`src/rtl/alu_pkg.sv`:
```
// alu_pkg: shared divider state encoding and constants
package alu_pkg;
  typedef enum logic [1:0] {IDLE, RUN, FIX, DONE} div_state_e;
  localparam int DIV_WIDTH = 32;
  localparam logic [DIV_WIDTH-1:0] DIV_ZERO_QUOT = '1;
endpackage

```
`src/rtl/divider_seq_if.sv`:
```
// divider_seq_if: start/done handshake and operand/result bus of the sequential divider
interface divider_seq_if import alu_pkg::*; #(parameter int WIDTH = DIV_WIDTH);
  logic start;
  logic signed_op;
  logic [WIDTH-1:0] a;
  logic [WIDTH-1:0] b;
  logic busy;
  logic done;
  logic [WIDTH-1:0] quotient;
  logic [WIDTH-1:0] remainder;
  logic div_by_zero;
  modport master(output start, signed_op, a, b, input busy, done, quotient, remainder, div_by_zero);
  modport slave(input start, signed_op, a, b, output busy, done, quotient, remainder, div_by_zero);
endinterface

```
`src/rtl/divider_seq_div_step.sv`:
```
// div_step: one combinational restoring-division iteration
module div_step #(parameter int WIDTH = 32) (
  input  logic [WIDTH-1:0] r,
  input  logic             bit_in,
  input  logic [WIDTH-1:0] d,
  output logic [WIDTH-1:0] r_next,
  output logic             q_bit
);
  logic [WIDTH:0] r_sh, diff;
  assign r_sh = {r, bit_in};
  assign diff = r_sh - {1'b0, d};
  // r < d keeps a non-negative diff below 2^WIDTH, so the top bit is a clean borrow
  assign q_bit = ~diff[WIDTH];
  assign r_next = q_bit ? diff[WIDTH-1:0] : r_sh[WIDTH-1:0];
endmodule

```
`src/rtl/divider_seq.sv`:
```
// divider_seq: multi-cycle restoring divider for DIV/DIVU (LO=quotient, HI=remainder).
// Define DIV_SIGNED_EN to honour signed_op; otherwise every operation is unsigned.
module divider_seq import alu_pkg::*; #(parameter int WIDTH = DIV_WIDTH) (
  input logic clk,
  input logic rst,
  divider_seq_if.slave bus
);
  localparam int CW = $clog2(WIDTH);
  div_state_e state, state_d;
  logic [CW-1:0] count;
  logic [WIDTH-1:0] dq, r, d, r_step, q_out, r_out, a_mag, b_mag;
  logic q_bit, dz, accept, b_zero;
`ifdef DIV_SIGNED_EN
  logic neg_q, neg_r, a_neg, b_neg;
  assign a_neg = bus.signed_op & bus.a[WIDTH-1];
  assign b_neg = bus.signed_op & bus.b[WIDTH-1];
  assign a_mag = a_neg ? -bus.a : bus.a;
  assign b_mag = b_neg ? -bus.b : bus.b;
`else
  assign a_mag = bus.a;
  assign b_mag = bus.b;
`endif
  assign accept = state == IDLE && bus.start;
  assign b_zero = bus.b == '0;
  div_step #(.WIDTH(WIDTH)) u_step (
    .r(r), .bit_in(dq[WIDTH-1]), .d(d), .r_next(r_step), .q_bit(q_bit)
  );
  always_comb begin
    state_d = state == IDLE ? (bus.start ? (b_zero ? DONE : RUN) : IDLE) :
              state == RUN  ? (count == '0 ? FIX : RUN) :
              state == FIX  ? DONE : IDLE;
    bus.busy = state != IDLE;
    bus.done = state == DONE;
  end
  always_ff @(posedge clk) begin
    if (rst) begin
      state <= IDLE;
      q_out <= '0;
      r_out <= '0;
      dz <= 1'b0;
    end else begin
      state <= state_d;
      if (accept) begin
        dz <= b_zero;
        d <= b_mag;
        dq <= a_mag;
        r <= '0;
        count <= CW'(WIDTH-1);
`ifdef DIV_SIGNED_EN
        neg_q <= a_neg ^ b_neg;
        neg_r <= a_neg;
`endif
        if (b_zero) begin
          q_out <= '1;
          r_out <= bus.a;
        end
      end
      // dq holds the remaining dividend bits on the left and the quotient bits on the right
      if (state == RUN) begin
        r <= r_step;
        dq <= {dq[WIDTH-2:0], q_bit};
        count <= count - 1'b1;
      end
      if (state == FIX) begin
`ifdef DIV_SIGNED_EN
        q_out <= neg_q ? -dq : dq;
        r_out <= neg_r ? -r : r;
`else
        q_out <= dq;
        r_out <= r;
`endif
      end
    end
  end
  assign bus.quotient = q_out;
  assign bus.remainder = r_out;
  assign bus.div_by_zero = dz;
endmodule

```
`src/flat_wrapper.sv`:
```
// flat-port wrapper written by rule: the top's interface ports become plain ports
module divider_seq_flat import alu_pkg::*;
#(parameter int WIDTH = DIV_WIDTH)
  (clk, rst, bus_start, bus_signed_op, bus_a, bus_b, bus_busy, bus_done, bus_quotient, bus_remainder, bus_div_by_zero);
  divider_seq_if #(.WIDTH(WIDTH)) bus_i ();
  input logic clk;
  input logic rst;
  input wire logic [$bits(bus_i.start)-1:0] bus_start;
  input wire logic [$bits(bus_i.signed_op)-1:0] bus_signed_op;
  input wire logic [$bits(bus_i.a)-1:0] bus_a;
  input wire logic [$bits(bus_i.b)-1:0] bus_b;
  output wire logic [$bits(bus_i.busy)-1:0] bus_busy;
  output wire logic [$bits(bus_i.done)-1:0] bus_done;
  output wire logic [$bits(bus_i.quotient)-1:0] bus_quotient;
  output wire logic [$bits(bus_i.remainder)-1:0] bus_remainder;
  output wire logic [$bits(bus_i.div_by_zero)-1:0] bus_div_by_zero;
  assign bus_i.start = bus_start;
  assign bus_i.signed_op = bus_signed_op;
  assign bus_i.a = bus_a;
  assign bus_i.b = bus_b;
  assign bus_busy = bus_i.busy;
  assign bus_done = bus_i.done;
  assign bus_quotient = bus_i.quotient;
  assign bus_remainder = bus_i.remainder;
  assign bus_div_by_zero = bus_i.div_by_zero;
  divider_seq #(.WIDTH(WIDTH)) u_core (.clk(clk), .rst(rst), .bus(bus_i));
endmodule
```
`config.mk`:
```
export PLATFORM = sky130hd
export DESIGN_NAME = divider_seq_flat
export DESIGN_NICKNAME = d
export VERILOG_FILES = /design/src/rtl/alu_pkg.sv /design/src/rtl/divider_seq_if.sv /design/src/rtl/divider_seq_div_step.sv /design/src/rtl/divider_seq.sv /design/src/flat_wrapper.sv
export SDC_FILE = /design/constraint.sdc
export NUM_CORES = 1
export LEC_CHECK = 0
export CAP_MARGIN = 20
export CORE_MARGIN = 2
export CORE_UTILIZATION = 55
export CTS_CLUSTER_DIAMETER = 50
export DETAILED_ROUTE_END_ITERATION = 10
export PLACE_DENSITY = 0.81
export SETUP_SLACK_MARGIN = 0.2
export SLEW_MARGIN = 20
export SYNTH_ARGS = -nofsm -noshare
export SYNTH_HDL_FRONTEND = slang
export SYNTH_SLANG_ARGS = --single-unit
export TNS_END_PERCENT = 20
```
`constraint.sdc`:
```
create_clock -name clk -period 11.7 [get_ports clk]
set_input_delay 3.51 -clock clk [delete_from_list [all_inputs] [get_ports clk]]
set_output_delay 3.51 -clock clk [all_outputs]
set_load 0.01 [all_outputs]
```
==> results.cfg <==
[clock_tree]
hold_buffers = 0
clk_latency_ps = 430
cts-htree-levels = 4
cts_tree = built
clockBufferDepth = 2
cts_buffers = 17
clock_sinks = 168
cts-root-buf = clkbuf_16
cts_resized = 0
clkTransAtPathRegs_ps = 70
cts_setup_buffers = 0

[route]
wl_met2_microns = 10500
highest_layer = met4
routed-wl-met3_microns = 1970
m1WireLength_microns = 9910
antenna_left = 0
avgRoutedWirePerCell_microns = 17.4
drcViolationCount = 0
first_pass_iters = 6
wirelength_microns = 22900
viasPerCell = 5.83
vias = 7677
drt_iter0_drc = 841

[timing]
holdWs_ps = 455
fin_crit_sh_pct = 48.5
hold_violations = 0
slew_headroom_pct = 34.0
rsz0062_at_grt = false
setup_viol = 0
tightestPinTransition_ps = 990
finClkSkew_ps = 12.6
final-max-slew-violation-count = 0
setup_tns_ps = 0
fin_crit_ps = 5670
max_freq_ghz = 0.176

[min_path]
min_from = u_core.bus.div_by_zero
hp-class = reg2reg
hold_path_end = u_core.bus.div_by_zero
hold_depth = 2

[grt]
grt.total_usage_pct = 27.4
grt_overflow = 0
grt_max_degree = 96
antenna_found_initial = 0
grt_pass1_wl_microns = 35800
grt_pass1_vias = 7049

[synth]
synth-async-reset-ratio_pct = 0
ys_seq_area_share_pct = 49.8
ys.flop_type = edfxtp_1
yosysMostFrequentCell = nand2_1
synthTopCellsByArea = edfxtp_1, dfxtp_1, nand2_1, ha_1, nor3_1
syn_inst = 982
synthesis.area_sq_um = 8780
yosys_warnings = 0
yosys-top-cells-count = nand2_1, edfxtp_1, nor2_1, nor3_1, dfxtp_1
syn_nets = 1084
ys_ff_latch = 168
synth-edff-count = 101
ys_types = 61
synth_area_per_cell_sq_um = 8.94
synth_top_area_share_pct = 34.5
synth_top_area_cell = edfxtp_1

[placed_design]
gp_congestion = 0.978
io_buffers = 133
hpwl_microns = 15800
placed_area_sq_um = 10200

[floorplanning]
dieWidth_microns = 130
row_count = 46
die_area_sq_um = 17000
start_util_pct = 55.7
io_pins = 135
die_h_microns = 130
core_sq_um = 15800

[worst_setup_path]
reg2reg_to = u_core.r[8]
rr_startpoint = u_core.dq[31]
crit_type = in2reg
crit_fanout = 64
cp-start-kind = input port
regToRegSetupSlack_ps = 7920
required_ps = 12030
arrival_ps = 6010
reg2reg_depth = 12
cp-end-kind = flip-flop

[status]
outcome = complete, no violations

[power]
p_total_mw = 1.46
ir_drop_uv = 111
pwr_density_cell_nw_per_um2 = 135
leakage_nw = 4.10

[final_layout]
drive_above_1_share_pct = 5.63
nets = 1190
utilization_pct = 68.6
n_antenna_cell = 0
area_growth_syn_to_layout_pct = 23.1
nFillCells = 1277
final_area_sq_um = 10800

[flow_run]
cap_violations = 0
[per-layer routing]
metal  GRT usage [%]  vias to the layer above
met2            43.0                      368
met1            38.8                     3569
met3            5.21                       43
met5               0                        -
met4            9.14                        0
li1                -                     3697
[placed cells by master (no fill, tap or decap), types with 9 or more instances in the layout]
| master | n |
|---|---|
| a21o_1 | 9 |
| ha_1 | 33 |
| inv_1 | 44 |
| nor4_1 | 9 |
| nand3_1 | 15 |
| a311oi_1 | 34 |
| edfxtp_1 | 101 |
| buf_4 | 10 |
| clkbuf_16 | 17 |
| dfxtp_1 | 67 |
| a21oi_1 | 47 |
| nand2_1 | 224 |
| clkdlybuf4s50_1 | 132 |
| xnor2_1 | 14 |
| o21ai_0 | 22 |
| nor3_1 | 80 |
| o21ai_1 | 11 |
| nor2_1 | 99 |
[stage by stage]
step,worst slack [ps],std cells
finish,6030,1317
global route,5900,1317
CTS,6000,1317
detailed placement,5570,1285
global placement,5620,1285
floorplan,2300,982
[worst max-delay path, stage by stage]
cell and delay (ps):
clkdlybuf4s50_1 410, nor4_1 470, nand4_1 150, nor2_1 170, and4_2 240, buf_4 550, nand2_1 140, a311oi_1 320
[sequential cells by signal, summed over array words and instances (netlist names)]
register / count
u_core.count: 5
u_core.bus.remainder: 32
u_core.r: 32
u_core.state: 2
u_core.bus.quotient: 32
u_core.bus.div_by_zero: 1
u_core.d: 32
u_core.dq: 32
[kinds of logic after synthesis]
| logic type | after synthesis | share of synthesized area [%] |
|---|---|---|
| compound gates | 176 | 14.1 |
| xor+xnor | 22 | 2.19 |
| fa+ha+maj | 34 | 4.93 |
| buf+inv | 100 | 4.60 |
| flops | 168 | 49.8 |
| mux | 7 | 0.798 |
| simple gates | 475 | 23.5 |
[worst max path at each step]
stage,start,end,depth (start not counted)
after CTS,bus_b[27],u_core.bus.remainder[5],8
final,bus_b[27],u_core.bus.remainder[28],8
after detailed placement,bus_b[27],u_core.bus.remainder[5],8
after floorplan,rst,u_core.count[0],4
after global routing,bus_b[27],u_core.bus.remainder[15],8
after global placement,bus_b[27],u_core.bus.remainder[1],8
[power by group]
part           internal (mW)  switching (mW)  leakage [nW]
combinational         0.0950           0.146          2.34
sequential             0.659          0.0186          1.49
clock                  0.298           0.247         0.275
total                   1.05           0.412          4.10
[cell type report]
| class | instances | area, sq um | area share (%) |
|---|---|---|---|
| Clock buffer | 18 | 429 | 3.97 |
| Multi-Input combinational cell | 714 | 4030 | 37.3 |
| Timing Repair Buffer | 143 | 1400 | 13.0 |
| Sequential cell | 168 | 4370 | 40.5 |
| Clock inverter | 14 | 143 | 1.32 |
| Tap cell | 216 | 270 | 2.50 |
| Inverter | 44 | 165 | 1.53 |
No activity file was read; power rests on OpenSTA's default activity.
